## src/rtl/vga_timing_ctrl.sv

```systemverilog
// VGA raster sequencer: H/V counters, sync/DE decode, run/stop FSM and frame-boundary request latching.
// Optional feature macro VGA_TIMING_FRAME_CNT_EN adds the 16-bit oFRAME_CNT output.
module vga_timing_ctrl #(
    parameter int ADDR_WIDTH = 11,
    parameter int HACTIVE    = 640,
    parameter int HFP        = 16,
    parameter int HSYNC      = 96,
    parameter int HBP        = 48,
    parameter int VACTIVE    = 480,
    parameter int VFP        = 10,
    parameter int VSYNC      = 2,
    parameter int VBP        = 33,
    parameter bit SYNC_POL   = 1'b0
) (
    input  logic                  VCLK,
    input  logic                  RST,
    input  logic                  iEN,
    input  logic                  iMODE_REQ,
    input  logic [ADDR_WIDTH-1:0] iPOINT_X_REQ,
    input  logic [ADDR_WIDTH-1:0] iPOINT_Y_REQ,
    output logic                  oHSYNC,
    output logic                  oVSYNC,
    output logic                  oDE,
    output logic [ADDR_WIDTH-1:0] oH_ADDR,
    output logic [ADDR_WIDTH-1:0] oV_ADDR,
    output logic                  oMODE,
    output logic [ADDR_WIDTH-1:0] oPOINT_X,
    output logic [ADDR_WIDTH-1:0] oPOINT_Y,
    output logic                  oFRAME_START,
    output logic                  oVBLANK_START,
    output logic                  oBUSY
`ifdef VGA_TIMING_FRAME_CNT_EN
    ,
    output logic [15:0]           oFRAME_CNT
`endif
);
    localparam int HTOTAL = HACTIVE + HFP + HSYNC + HBP;
    localparam int VTOTAL = VACTIVE + VFP + VSYNC + VBP;
    localparam logic [ADDR_WIDTH-1:0] L_H_LAST  = ADDR_WIDTH'(HTOTAL - 1);
    localparam logic [ADDR_WIDTH-1:0] L_V_LAST  = ADDR_WIDTH'(VTOTAL - 1);
    localparam logic [ADDR_WIDTH-1:0] L_HACT    = ADDR_WIDTH'(HACTIVE);
    localparam logic [ADDR_WIDTH-1:0] L_VACT    = ADDR_WIDTH'(VACTIVE);
    localparam logic [ADDR_WIDTH-1:0] L_HS_BEG  = ADDR_WIDTH'(HACTIVE + HFP);
    localparam logic [ADDR_WIDTH-1:0] L_HS_END  = ADDR_WIDTH'(HACTIVE + HFP + HSYNC);
    localparam logic [ADDR_WIDTH-1:0] L_VS_BEG  = ADDR_WIDTH'(VACTIVE + VFP);
    localparam logic [ADDR_WIDTH-1:0] L_VS_END  = ADDR_WIDTH'(VACTIVE + VFP + VSYNC);

    typedef enum logic [1:0] {
        S_IDLE     = 2'd0,
        S_RUN      = 2'd1,
        S_STOPPING = 2'd2
    } state_t;

    state_t                  r_state;
    state_t                  w_state_nxt;
    logic [ADDR_WIDTH-1:0]   r_h;
    logic [ADDR_WIDTH-1:0]   r_v;
    logic [ADDR_WIDTH-1:0]   w_h_inc;
    logic [ADDR_WIDTH-1:0]   w_v_inc;
    logic [ADDR_WIDTH-1:0]   w_h_nxt;
    logic [ADDR_WIDTH-1:0]   w_v_nxt;
    logic                    w_last;
    logic                    w_latch;
    logic                    w_scan;
    logic                    r_hsync;
    logic                    r_vsync;
    logic                    r_de;
    logic                    r_frame_start;
    logic                    r_vblank_start;
    logic                    r_busy;
    logic                    r_mode;
    logic [ADDR_WIDTH-1:0]   r_point_x;
    logic [ADDR_WIDTH-1:0]   r_point_y;

    always_comb begin
        w_last  = (r_h == L_H_LAST) && (r_v == L_V_LAST);
        w_h_inc = (r_h == L_H_LAST) ? '0 : r_h + ADDR_WIDTH'(1);
        w_v_inc = r_v;
        if (r_h == L_H_LAST) begin
            w_v_inc = (r_v == L_V_LAST) ? '0 : r_v + ADDR_WIDTH'(1);
        end

        w_state_nxt = r_state;
        w_h_nxt     = w_h_inc;
        w_v_nxt     = w_v_inc;
        w_latch     = 1'b0;
        case (r_state)
            S_IDLE: begin
                w_h_nxt = '0;
                w_v_nxt = '0;
                if (iEN) begin
                    w_state_nxt = S_RUN;
                    w_latch     = 1'b1;
                end
            end
            S_RUN: begin
                if (!iEN) begin
                    w_state_nxt = S_STOPPING;
                end
                w_latch = w_last;
            end
            S_STOPPING: begin
                // Stop only once the frame in flight has been fully scanned.
                if (iEN) begin
                    w_state_nxt = S_RUN;
                end else if (w_last) begin
                    w_state_nxt = S_IDLE;
                end
                w_latch = w_last && iEN;
            end
            default: begin
                w_state_nxt = S_IDLE;
                w_h_nxt     = '0;
                w_v_nxt     = '0;
            end
        endcase
        w_scan = (w_state_nxt != S_IDLE);
    end

    // Decode from next-counter values so every output lines up with the counters.
    always_ff @(posedge VCLK) begin
        if (RST) begin
            r_state        <= S_IDLE;
            r_h            <= '0;
            r_v            <= '0;
            r_hsync        <= ~SYNC_POL;
            r_vsync        <= ~SYNC_POL;
            r_de           <= 1'b0;
            r_frame_start  <= 1'b0;
            r_vblank_start <= 1'b0;
            r_busy         <= 1'b0;
            r_mode         <= 1'b0;
            r_point_x      <= '0;
            r_point_y      <= '0;
        end else begin
            r_state        <= w_state_nxt;
            r_h            <= w_h_nxt;
            r_v            <= w_v_nxt;
            r_hsync        <= (w_scan && (w_h_nxt >= L_HS_BEG) && (w_h_nxt < L_HS_END)) ? SYNC_POL : ~SYNC_POL;
            r_vsync        <= (w_scan && (w_v_nxt >= L_VS_BEG) && (w_v_nxt < L_VS_END)) ? SYNC_POL : ~SYNC_POL;
            r_de           <= w_scan && (w_h_nxt < L_HACT) && (w_v_nxt < L_VACT);
            r_frame_start  <= w_latch;
            r_vblank_start <= w_scan && (w_h_nxt == '0) && (w_v_nxt == L_VACT);
            r_busy         <= w_scan;
            if (w_latch) begin
                r_mode    <= iMODE_REQ;
                r_point_x <= iPOINT_X_REQ;
                r_point_y <= iPOINT_Y_REQ;
            end
        end
    end

`ifdef VGA_TIMING_FRAME_CNT_EN
    logic [15:0] r_frame_cnt;

    // The frame start that leaves IDLE is not counted; only wraps are.
    always_ff @(posedge VCLK) begin
        if (RST) begin
            r_frame_cnt <= '0;
        end else if (w_latch && (r_state != S_IDLE)) begin
            r_frame_cnt <= r_frame_cnt + 16'd1;
        end
    end

    assign oFRAME_CNT = r_frame_cnt;
`endif

    assign oHSYNC        = r_hsync;
    assign oVSYNC        = r_vsync;
    assign oDE           = r_de;
    assign oH_ADDR       = r_h;
    assign oV_ADDR       = r_v;
    assign oMODE         = r_mode;
    assign oPOINT_X      = r_point_x;
    assign oPOINT_Y      = r_point_y;
    assign oFRAME_START  = r_frame_start;
    assign oVBLANK_START = r_vblank_start;
    assign oBUSY         = r_busy;
endmodule
```

## config.mk

```make
export PLATFORM = sky130hd
export DESIGN_NAME = vga_timing_ctrl
export DESIGN_NICKNAME = d
export VERILOG_FILES = /design/src/rtl/vga_timing_ctrl.sv
export SDC_FILE = /design/constraint.sdc
export NUM_CORES = 1
export LEC_CHECK = 0
export ABC_AREA = 1
export CAP_MARGIN = 15
export CORE_MARGIN = 3
export CORE_UTILIZATION = 45
export CTS_CLUSTER_DIAMETER = 40
export DETAILED_ROUTE_END_ITERATION = 8
export PLACE_DENSITY_LB_ADDON = 0.12
export SLEW_MARGIN = 10
export SYNTH_ARGS = -nofsm -noshare
export SYNTH_HDL_FRONTEND = slang
export SYNTH_SLANG_ARGS = --single-unit
```

## constraint.sdc

```tcl
create_clock -name VCLK -period 3.2 [get_ports VCLK]
set_input_delay 0.32 -clock VCLK [delete_from_list [all_inputs] [get_ports VCLK]]
set_output_delay 0.32 -clock VCLK [all_outputs]
set_load 0.05 [all_outputs]
```

==> impl_metrics.xml <==
<?xml version="1.0" encoding="UTF-8"?>
<metrics>
  <group name="outcome">
    <metric name="status" unit="">finished clean</metric>
  </group>
  <group name="global_routing">
    <metric name="grt_first_pass_wirelength" unit="mm">11.43</metric>
    <metric name="first_global_vias" unit="">2459</metric>
    <metric name="antenna_violations_before_repair" unit="">0</metric>
    <metric name="globalRouteTotalUtil" unit="%">19.54</metric>
    <metric name="grt-ovfl-total" unit="">0</metric>
    <metric name="grt_start_max_net_pins" unit="">26</metric>
  </group>
  <group name="cells_and_area">
    <metric name="layout.cells.most_common_list" unit="">nor2_1, clkdlybuf4s50_1, nand2_1</metric>
    <metric name="layout-drive-gt1-share" unit="%">7.021</metric>
    <metric name="final_net_count" unit="">502</metric>
    <metric name="commonest_non_fill_non_tap_cell_in_the_layout" unit="">nor2_1</metric>
    <metric name="n_antenna_cell" unit="">0</metric>
    <metric name="utilization" unit="%">63.65</metric>
    <metric name="synthToLayoutAreaGrowth" unit="%">34.24</metric>
  </group>
  <group name="worst_setup_path">
    <metric name="critical_path.endpoint_type" unit="">flip-flop</metric>
    <metric name="crit_type" unit="">flip-flop to flip-flop</metric>
    <metric name="start_kind" unit="">flip-flop</metric>
    <metric name="critical_path_s_slowest_cell" unit="">ha_1</metric>
    <metric name="arrival" unit="ps">2580</metric>
    <metric name="critical_path_required" unit="ps">3390</metric>
    <metric name="cp_cell_sequence" unit="">inv_1, ha_1, inv_1, a21oi_1, nand3_1, nor2_1, nand3_1, nor2_1, nand3_1</metric>
    <metric name="max_stage_delay" unit="ps">590</metric>
    <metric name="path_common_cell" unit="">nand3_1</metric>
    <metric name="path_max_fanout" unit="">14</metric>
  </group>
  <group name="sta">
    <metric name="skew" unit="ps">5.285</metric>
    <metric name="setup_tns" unit="ps">0</metric>
    <metric name="relSlewSlack" unit="%">63.22</metric>
    <metric name="setup_repair_after_global_routing_missed_its_margin" unit="">no</metric>
    <metric name="fin_crit" unit="ps">2387</metric>
    <metric name="tightestPinTransition" unit="ps">551.1</metric>
    <metric name="setup_viol" unit="">0</metric>
    <metric name="drv_slew" unit="">0</metric>
    <metric name="report.final.hold_viol_count" unit="">0</metric>
    <metric name="timing.fmax" unit="MHz">418.9</metric>
    <metric name="final_min_period_over_clock_period" unit="%">74.60</metric>
  </group>
  <group name="floorplanning">
    <metric name="start_util" unit="%">47.42</metric>
    <metric name="fp-row-count" unit="">27</metric>
    <metric name="dieHeight" unit="um">83.10</metric>
    <metric name="ios" unit="">77</metric>
    <metric name="die-width" unit="um">83.10</metric>
    <metric name="fp.dieArea" unit="um2">6906</metric>
    <metric name="core" unit="um2">5642</metric>
  </group>
  <group name="clock_tree">
    <metric name="cts_buffer_depth" unit="">2</metric>
    <metric name="cts-resized-gates" unit="">0</metric>
    <metric name="cts.sinks" unit="">53</metric>
    <metric name="clock_tree.root_cell" unit="">clkbuf_8</metric>
    <metric name="cts_hold_repair.buffers" unit="">0</metric>
    <metric name="cts.reportedPaths.clkPinSlew" unit="ps">90</metric>
    <metric name="tritoncts" unit="">done</metric>
    <metric name="cts_made_buffers" unit="">5</metric>
    <metric name="post_cts_setup_repair_buffer_count" unit="">0</metric>
    <metric name="insertion_delay" unit="ps">300</metric>
    <metric name="cts_htree_levels" unit="">2</metric>
  </group>
  <group name="synth">
    <metric name="postSynthAreaPerCell" unit="um2">6.772</metric>
    <metric name="postSynthCellCount" unit="">395</metric>
    <metric name="seq_area_frac_synth" unit="%">39.66</metric>
    <metric name="syn_area" unit="um2">2675</metric>
    <metric name="synthesis.nets" unit="">428</metric>
    <metric name="post_synth_num_cell_types" unit="">30</metric>
    <metric name="ys_ff_latch" unit="">53</metric>
    <metric name="yosysWarningCount" unit="">0</metric>
  </group>
  <group name="pwr">
    <metric name="netSwitchingPower" unit="W">0.0004860</metric>
    <metric name="share_clk_of_total_power" unit="%">29.4</metric>
    <metric name="swShare" unit="%">31.36</metric>
    <metric name="power_frac_seq" unit="%">46.3</metric>
    <metric name="largest_vdd_supply_drop" unit="V">0.0002634</metric>
    <metric name="power.leakage" unit="nW">1.509</metric>
    <metric name="pwr_density_cell" unit="nW/um2">431.6</metric>
    <metric name="intPower" unit="W">0.001064</metric>
    <metric name="comb_power_share" unit="%">24.2</metric>
  </group>
  <group name="routing">
    <metric name="drcViolationCount" unit="">0</metric>
    <metric name="drt_first_pass_iters" unit="">4</metric>
    <metric name="detail_route.vias_per_cell" unit="">4.972</metric>
    <metric name="ant_nets_after_route" unit="">0</metric>
    <metric name="detailroute.via_count" unit="">2695</metric>
    <metric name="initialDrtViolationCount" unit="">196</metric>
    <metric name="routed_wirelength" unit="mm">6.684</metric>
    <metric name="routed_wire_length_per_instance" unit="um">12.33</metric>
  </group>
  <group name="run">
    <metric name="drv.max_cap_violation_count" unit="">0</metric>
  </group>
  <group name="min_path">
    <metric name="hold_path_class" unit="">flip-flop to flip-flop</metric>
  </group>
  <group name="place">
    <metric name="portBuffers" unit="">76</metric>
    <metric name="dp_hpwl" unit="mm">4.876</metric>
    <metric name="routability_driven_placement_congestion_ratio" unit="">0.9355</metric>
  </group>
</metrics>
## worst max-delay path, delay by kind of cell (launching register included)
family / cells / cell delay (ps)
flops: 1 / 400
simple gates: 5 / 660
fa+ha+maj: 1 / 590
compound gates: 1 / 320
buf+inv: 2 / 330
## logic make-up (layout without fill, tap and decap cells)
group,after synthesis,count (layout),synth area share [%]
AND/OR/NAND/NOR,241,241,40.13
flip-flops,53,53,39.66
buffers and inverters,47,122,7.203
AO/OA/AOI/OAI,45,45,9.074
adder cells (fa/ha/maj),7,7,3.274
XOR/XNOR,2,2,0.6549
## path summary, 6_finish.rpt
check	depth (start not counted)	start	to	slack [ps]
setup / recovery	9	r_state[1]$_SDFF_PP0_	oVSYNC$_SDFF_PP1_	810
hold / removal	2	oPOINT_X[3]$_SDFFE_PP0P_	oPOINT_X[3]$_SDFFE_PP0P_	490
setup reg to reg	9	r_state[1]$_SDFF_PP0_	oVSYNC$_SDFF_PP1_	810
hold reg to reg	2	oPOINT_X[3]$_SDFFE_PP0P_	oPOINT_X[3]$_SDFFE_PP0P_	490
## state kept, by name (all words and copies together) (netlist names)
register	cells
oPOINT_Y	11
oFRAME_START	1
oH_ADDR	11
oMODE	1
oHSYNC	1
oDE	1
oPOINT_X	11
oVBLANK_START	1
oV_ADDR	11
oBUSY	1
r_state	2
oVSYNC	1
## synth_stat cells
cell / count / area (um2)
nor4_1: 1 / 6.260
ha_1: 7 / 87.58
dfxtp_1: 53 / 1061
buf_2: 1 / 5.000
nor2_8: 1 / 20.02
o21ai_2: 2 / 17.52
inv_1: 33 / 123.9
nor2_1: 108 / 405.4
o21bai_1: 3 / 22.52
nand4_1: 7 / 43.79
o21ai_0: 27 / 135.1
nand2_2: 7 / 43.79
clkinv_1: 1 / 3.750
nor2_4: 1 / 11.26
nand4_4: 1 / 21.27
nor3_1: 8 / 40.04
buf_6: 2 / 22.52
a21oi_1: 7 / 35.03
nor3_2: 1 / 10.01
nand3_1: 29 / 145.1
xnor2_1: 1 / 8.760
nor2_2: 4 / 25.02
o211ai_1: 1 / 7.510
xor2_1: 1 / 8.760
nand2_1: 68 / 255.2
or2_2: 1 / 6.260
o21ai_1: 5 / 25.02
inv_2: 3 / 11.26
clkbuf_1: 7 / 26.28
nand3_2: 4 / 40.04
## through the flow
stage	power (W)	std cells	hold WS [ps]	area, um2	setup slack (ps)
detailed placement	0.001110	534	469.6	3480	933.1
floorplan	0.0009864	395	483.9	2675	1122
finish	0.001550	542	487.0	3591	812.7
global route	0.001626	542	517.6	3591	607.2
CTS	0.001566	542	492.9	3591	869.1
global placement	0.001106	534	462.4	3480	1055
## routing by layer
metal	global-route usage (%)	vias up	part of all wire, %
met5	0	-	0
met4	4.160	0	0.61
met3	3.869	4	5.4
met2	31.20	87	46
met1	27.41	1191	48
li1	-	1413	-
## final cells by class
| cell class | instances | area (um2) |
|---|---|---|
| Inverter | 37 | 138.9 |
| Clock inverter | 2 | 38.79 |
| Sequential cell | 53 | 1061 |
| Fill cell | 533 | 2051 |
| Multi-Input combinational cell | 295 | 1421 |
| Clock buffer | 6 | 72.57 |
| Tap cell | 72 | 90.09 |
| Timing Repair Buffer | 77 | 768.2 |
## power groups by stage
stage | clock, W | sequential (W) | combinational (W)
2_1_floorplan | 0 | 0.000864 | 0.000123
3_3_place_gp | 0 | 0.000733 | 0.000373
3_5_place_dp | 0 | 0.000734 | 0.000376
4_1_cts | 0.000469 | 0.000719 | 0.000378
5_1_grt | 0.000497 | 0.000725 | 0.000403
6_report | 0.000456 | 0.000718 | 0.000376
(Power assumes the default switching activity.)
